==> src/rtl/regfile.sv <==
// regfile: 16-entry x 32-bit register file, one synchronous write port and
// two registered read ports feeding the ALU operand buses.
//
// Ports:
//   clk      rising-edge clock
//   rst      asynchronous active-low reset; clears storage and outputs
//   en       global enable; when low, memory and outputs hold
//   wt       write strobe (qualified by en): mem[si] <= ip
//   rd       read strobe (qualified by en): op1 <= mem[so1], op2 <= mem[so2]
//   si       write address
//   so1/so2  read addresses, ports 1 and 2
//   ip       write data
//   op1/op2  registered read data
//
// Optional feature macro: REGFILE_WR_BYPASS_EN
//   undefined: a same-edge read of the address being written returns the
//              old stored value.
//   defined:   that read port returns the new write data instead.
module regfile #(
   parameter int DATA_W = 32,
   parameter int ADDR_W = 4
) (
   input  logic              clk,
   input  logic              rst,
   input  logic              en,
   input  logic              wt,
   input  logic              rd,
   input  logic [ADDR_W-1:0] si,
   input  logic [ADDR_W-1:0] so1,
   input  logic [ADDR_W-1:0] so2,
   input  logic [DATA_W-1:0] ip,
   output logic [DATA_W-1:0] op1,
   output logic [DATA_W-1:0] op2
);

   localparam int DEPTH = 2 ** ADDR_W;

   logic [DATA_W-1:0] mem_q [DEPTH];
   logic [DATA_W-1:0] mem_d [DEPTH];
   logic [DATA_W-1:0] op1_q, op1_d;
   logic [DATA_W-1:0] op2_q, op2_d;

   logic wr_en;
   logic rd_en;

   assign wr_en = en & wt;
   assign rd_en = en & rd;

   always_comb begin
      mem_d = mem_q;
      op1_d = op1_q;
      op2_d = op2_q;

      if (wr_en) begin
         mem_d[si] = ip;
      end

      // Reads sample mem_q, so a same-edge write is not visible here.
      if (rd_en) begin
         op1_d = mem_q[so1];
         op2_d = mem_q[so2];
`ifdef REGFILE_WR_BYPASS_EN
         if (wt && (so1 == si)) begin
            op1_d = ip;
         end
         if (wt && (so2 == si)) begin
            op2_d = ip;
         end
`endif
      end
   end

   always_ff @(posedge clk or negedge rst) begin
      if (!rst) begin
         mem_q <= '{default: '0};
         op1_q <= '0;
         op2_q <= '0;
      end else begin
         mem_q <= mem_d;
         op1_q <= op1_d;
         op2_q <= op2_d;
      end
   end

   assign op1 = op1_q;
   assign op2 = op2_q;

endmodule

==> config.mk <==
export PLATFORM = sky130hd
export DESIGN_NAME = regfile
export DESIGN_NICKNAME = d
export VERILOG_FILES = /design/src/rtl/regfile.sv
export SDC_FILE = /design/constraint.sdc
export NUM_CORES = 1
export LEC_CHECK = 0
export CELL_PAD_IN_SITES_DETAIL_PLACEMENT = 2
export CELL_PAD_IN_SITES_GLOBAL_PLACEMENT = 2
export CORE_UTILIZATION = 46
export CTS_CLUSTER_SIZE = 8
export DETAILED_ROUTE_END_ITERATION = 10
export PLACE_DENSITY = 0.95
export SLEW_MARGIN = 20
export SYNTH_ARGS = -nofsm -noshare
export SYNTH_HDL_FRONTEND = slang
export SYNTH_SLANG_ARGS = --single-unit
==> constraint.sdc <==
create_clock -name clk -period 2.1 [get_ports clk]
set_clock_uncertainty 0.1 [all_clocks]
set_input_delay 0.42 -clock clk [delete_from_list [all_inputs] [get_ports clk]]
set_output_delay 0.42 -clock clk [all_outputs]
set_load 0.1 [all_outputs]
# Word level (Yosys, flattened, before mapping)
# Index checks and enable logic that the tools add are counted.
dict set report word_totals {
  mem_bits_ro 0
  mem_count 0
  ramBits 0
  wordCells 37
  inputBits 49
  latch_bits 0
  ff_bits 576
  output_inout_bits 64
}
dict set report op_classes {
  mux 9
  n_eq_ne 0
  div 0
  reduce_logical 1
  order_cmp 4
  n_shift 0
  bitwise_logic 5
  addsub 0
  mul 0
}
# op n
set op_table {}
lappend op_table {{$bwmux 512} 1}
lappend op_table {{$bmux 32 s4} 2}
lappend op_table {{$mux 32} 5}
lappend op_table {{$demux 32 s4} 1}
lappend op_table {{$ge 5x5->1 const B} 3}
lappend op_table {{$not 4->5} 3}
lappend op_table {{$lt 5x1->1 const B} 1}
lappend op_table {{$and 1x1->1} 2}
lappend op_table {{$logic_and 1x1->1} 1}

# Longest topological paths before layout
dict set report logic_depth {
  word_depth 6
  ltp_mapped 7
  depth_no_buf 4
}

# Worst setup path before layout
# Ideal clock, no wire load.
dict set report synth_path {
  path_kind {input-to-reg}
  startpoint {input port en}
  endpoint {register mem_q[225] in the netlist's numbering}
  arrival_ns 1.665
  slack_ns 0.210
  cell_stages 6
  n_path_buf 3
  required_ns 1.875
  cell_sequence {buf_4 nand2_2 or4_1 buf_2 buf_6 mux2_4}
}
dict set report synth_between {
  elab_chain_len 1
}
# element line
set synth_lines {}
lappend synth_lines {{start, declared} 25} ;# input logic en,
lappend synth_lines {{$and 1x1->1} 46} ;# assign wr_en = en & wt;
lappend synth_lines {{end signal, assigned} 79} ;# mem_q <= mem_d;
lappend synth_lines {{end, declared} 38} ;# logic [DATA_W-1:0] mem_q [DEPTH];
# No other way between the ends.
# A chain may end at the register's enable or synchronous reset.

# Final worst setup path
dict set report layout_path {
  startpoint {input port en}
  endpoint {register op1_q[25], in the netlist op1[25]}
}
dict set report layout_between {
  elab_chain_len 1
}
# element line
set layout_lines {}
lappend layout_lines {{$and 1x1->1} 47} ;# assign rd_en = en & rd;
lappend layout_lines {{end signal, assigned} 80} ;# op1_q <= op1_d;
lappend layout_lines {{end, declared} 40} ;# logic [DATA_W-1:0] op1_q, op1_d;
# No other way between the ends.

==> metrics.cfg <==
[die]
initial_core_util_pct = 46.6
die_area_um2 = 66300
die_y_um = 258
ios = 113
die_x_um = 258
rows = 93
core_um2 = 64500

[critical_path]
cp_data_required_time_ps = 2540
path_buf_inv = 3
endpoint = op1[25]
cp.depth = 7
cp_cell_sequence = clkdlybuf4s50_1 -> buf_4 -> nand3b_1 -> buf_12 -> a21oi_1 -> nand3_1 -> nand3_1
crit_top_cell = nand3_1
reg2reg_to = op2[24]
path_delay_family = buffers and inverters
r2r_cells = 4
endpoint_kind = register
slowest_delay_ps = 530
startpoint = en
crit_arrival_ps = 2700
r2r_start = mem_q[24]
path_class = in -> reg
rrSetupSlack_ps = 260
crit_fanout = 25
crit_path_start_kind = input pin
cp_slowest_cell = clkdlybuf4s50_1

[power]
total_power_mw = 38.7
peakVddDrop_mv = 0.733
p_per_area_nw_per_um2 = 1070
p_leak_nw = 17.1

[logic_synthesis]
syn-num-nets = 2542
netlist.area_leader.share_pct = 48.0
ys_seq_area_share_pct = 48.0
post_synth_instance_area_um2 = 30000
synth_seq_cells = 576
syn_inst = 2493
ys_types = 27
yosysTopAreaCell = dfrtp_1
avgSynthCellArea_um2 = 12.0
yosys_warnings = 0
synth_top_cells_by_area = dfrtp_1, mux2i_1, mux2_2

[detailed_routing]
vias = 26104
ant_nets = 0
drcViolationCount = 0
drt-vias-per-instance = 7.43
wl_met3_mm = 14.7
drtPass1Iterations = 6
wl_met2_mm = 75.6
drt-initial-drc-count = 3062
wl_met1_mm = 56.2
wl_mm = 163
wire_per_inst_um = 46.5
top_layer = met5

[run]
max_cap_violations = 0

[final_layout]
area_growth_pct = 20.4
regArea_um2 = 14400
multiInputGateArea_um2 = 14800
fin_nets = 2697
layout-drive-gt1-share_pct = 32.4
final_cell_area_um2 = 36200
final_util_pct = 56.1
fillerInstances = 5852

[global_route]
grt_pass1_wl_mm = 217
grt_usage_pct = 45.0
grt_antenna_before_repair = 3
grt_pass1_vias = 29111
gr-total-overflow = 0
grt_max_degree = 85

[cts]
cts_buffer_depth = 3
tritoncts = yes
post_cts_resized = 0
cts_hold_buf = 1
clock-sinks = 576
postCtsSetupBuffers = 0
clock_latency_ps = 650
cts-buffers-inserted = 82
htree_levels = 3
path_clk_slew_ps = 50
cts_root_buffer = clkbuf_16

[sta]
max_freq_ghz = 0.442
hold_ws_ps = 163
period_minus_slack_ps = 2260
maxSlewViolCount = 0
worstMarginPinSlew_ps = 865
max-slew-margin-rel_pct = 42.1
finalWorstSetupSlack_ps = -162
layout_worst_path_cycle_share_pct = 108
hold_viol = 0
setup_viol_count_final = 35

[placed_design]
port_buffers = 112
place_area_um2 = 34000
dp_slack_ps = -541
place_hpwl_mm = 84.4
finalWeightedCongestion = 0.852

[min_path]
hold_class = in -> async

[outcome]
violations = setup timing
status = complete, but fails checks

==> cells by family after synthesis <==
logic type	synth area share, %
buf+inv	3.35
flops	48.0
simple gates	6.32
compound gates	5.33
mux	37.0
==> worst min-delay path by stage <==
stage	start	to	cells after the start
floorplan	rst	mem_q[0]	0
global placement	rst	mem_q[32]	1
detailed placement	rst	mem_q[32]	1
CTS	rst	mem_q[32]	2
global route	rst	mem_q[32]	2
finish	rst	mem_q[32]	2
==> layer usage <==
metal	up-vias	GRT usage, %
met5	-	0
met4	6	38.8
met3	1109	9.89
met2	2274	73.2
met1	13375	50.3
li1	9340	-
==> metrics by stage <==
stage / cells / TNS [ps]
2_1_floorplan: 2493 / 0
3_3_place_gp: 3418 / -158980
3_5_place_dp: 3418 / -223480
4_1_cts: 3509 / 0
5_1_grt: 3513 / -1090
6_report: 3513 / -798
==> layout by cell type (no fill, tap or decap), types with 4 or more instances in the layout <==
master and count:
mux2i_1 512, dfrtp_1 576, a21oi_1 128, nor2b_4 4, nand3_1 192, mux2_2 444, nand2_1 193, buf_12 117
clkbuf_16 85, mux2_4 60, buf_4 120, a22oi_1 128, clkdlybuf4s50_1 45, nor2_4 11, diode_2 4, mux2_1 8
==> synth_stat cells <==
cell type  instances
nand2b_1           2
mux2_4            60
a22oi_1          128
nand2_1          195
nand3_1          194
nor2b_1            4
nor3_2             1
and2_1             2
mux2i_1          512
nor2_1            12
a21oi_1          128
nor4_2             1
buf_6              9
buf_4              4
dfrtp_1          576
nand4b_1           2
mux2_1             8
mux2_2           444
buf_1             10
or4_1              2
nand4_1            1
nand3b_1           2
or3_1              2
clkbuf_1         100
buf_2             92
nand2_2            1
nor3_1             1
==> sequential cells by signal, indices dropped and copies added (netlist names) <==
name and count:
mem_q 512, op1 32, op2 32
==> cell type report <==
type | count | area share (%)
Tap cell | 855 | 2.96
Antenna cell | 4 | 0.0277
Timing Repair Buffer | 286 | 10.4
Sequential cell | 576 | 39.9
Clock buffer | 87 | 5.90
Multi-Input combinational cell | 1702 | 40.8
Clock inverter | 3 | 0.0726
==> where the power goes <==
| part | switching [mW] | internal, mW | leakage, nW | total, mW |
|---|---|---|---|---|
| logic | 6.15 | 3.73 | 8.68 | 9.89 |
| registers | 2.83 | 13.2 | 7.37 | 16.1 |
| clock network | 5.67 | 7.10 | 1.06 | 12.8 |
| total | 14.7 | 24.1 | 17.1 | 38.7 |
Note: power is estimated with default switching activity, not from simulation.
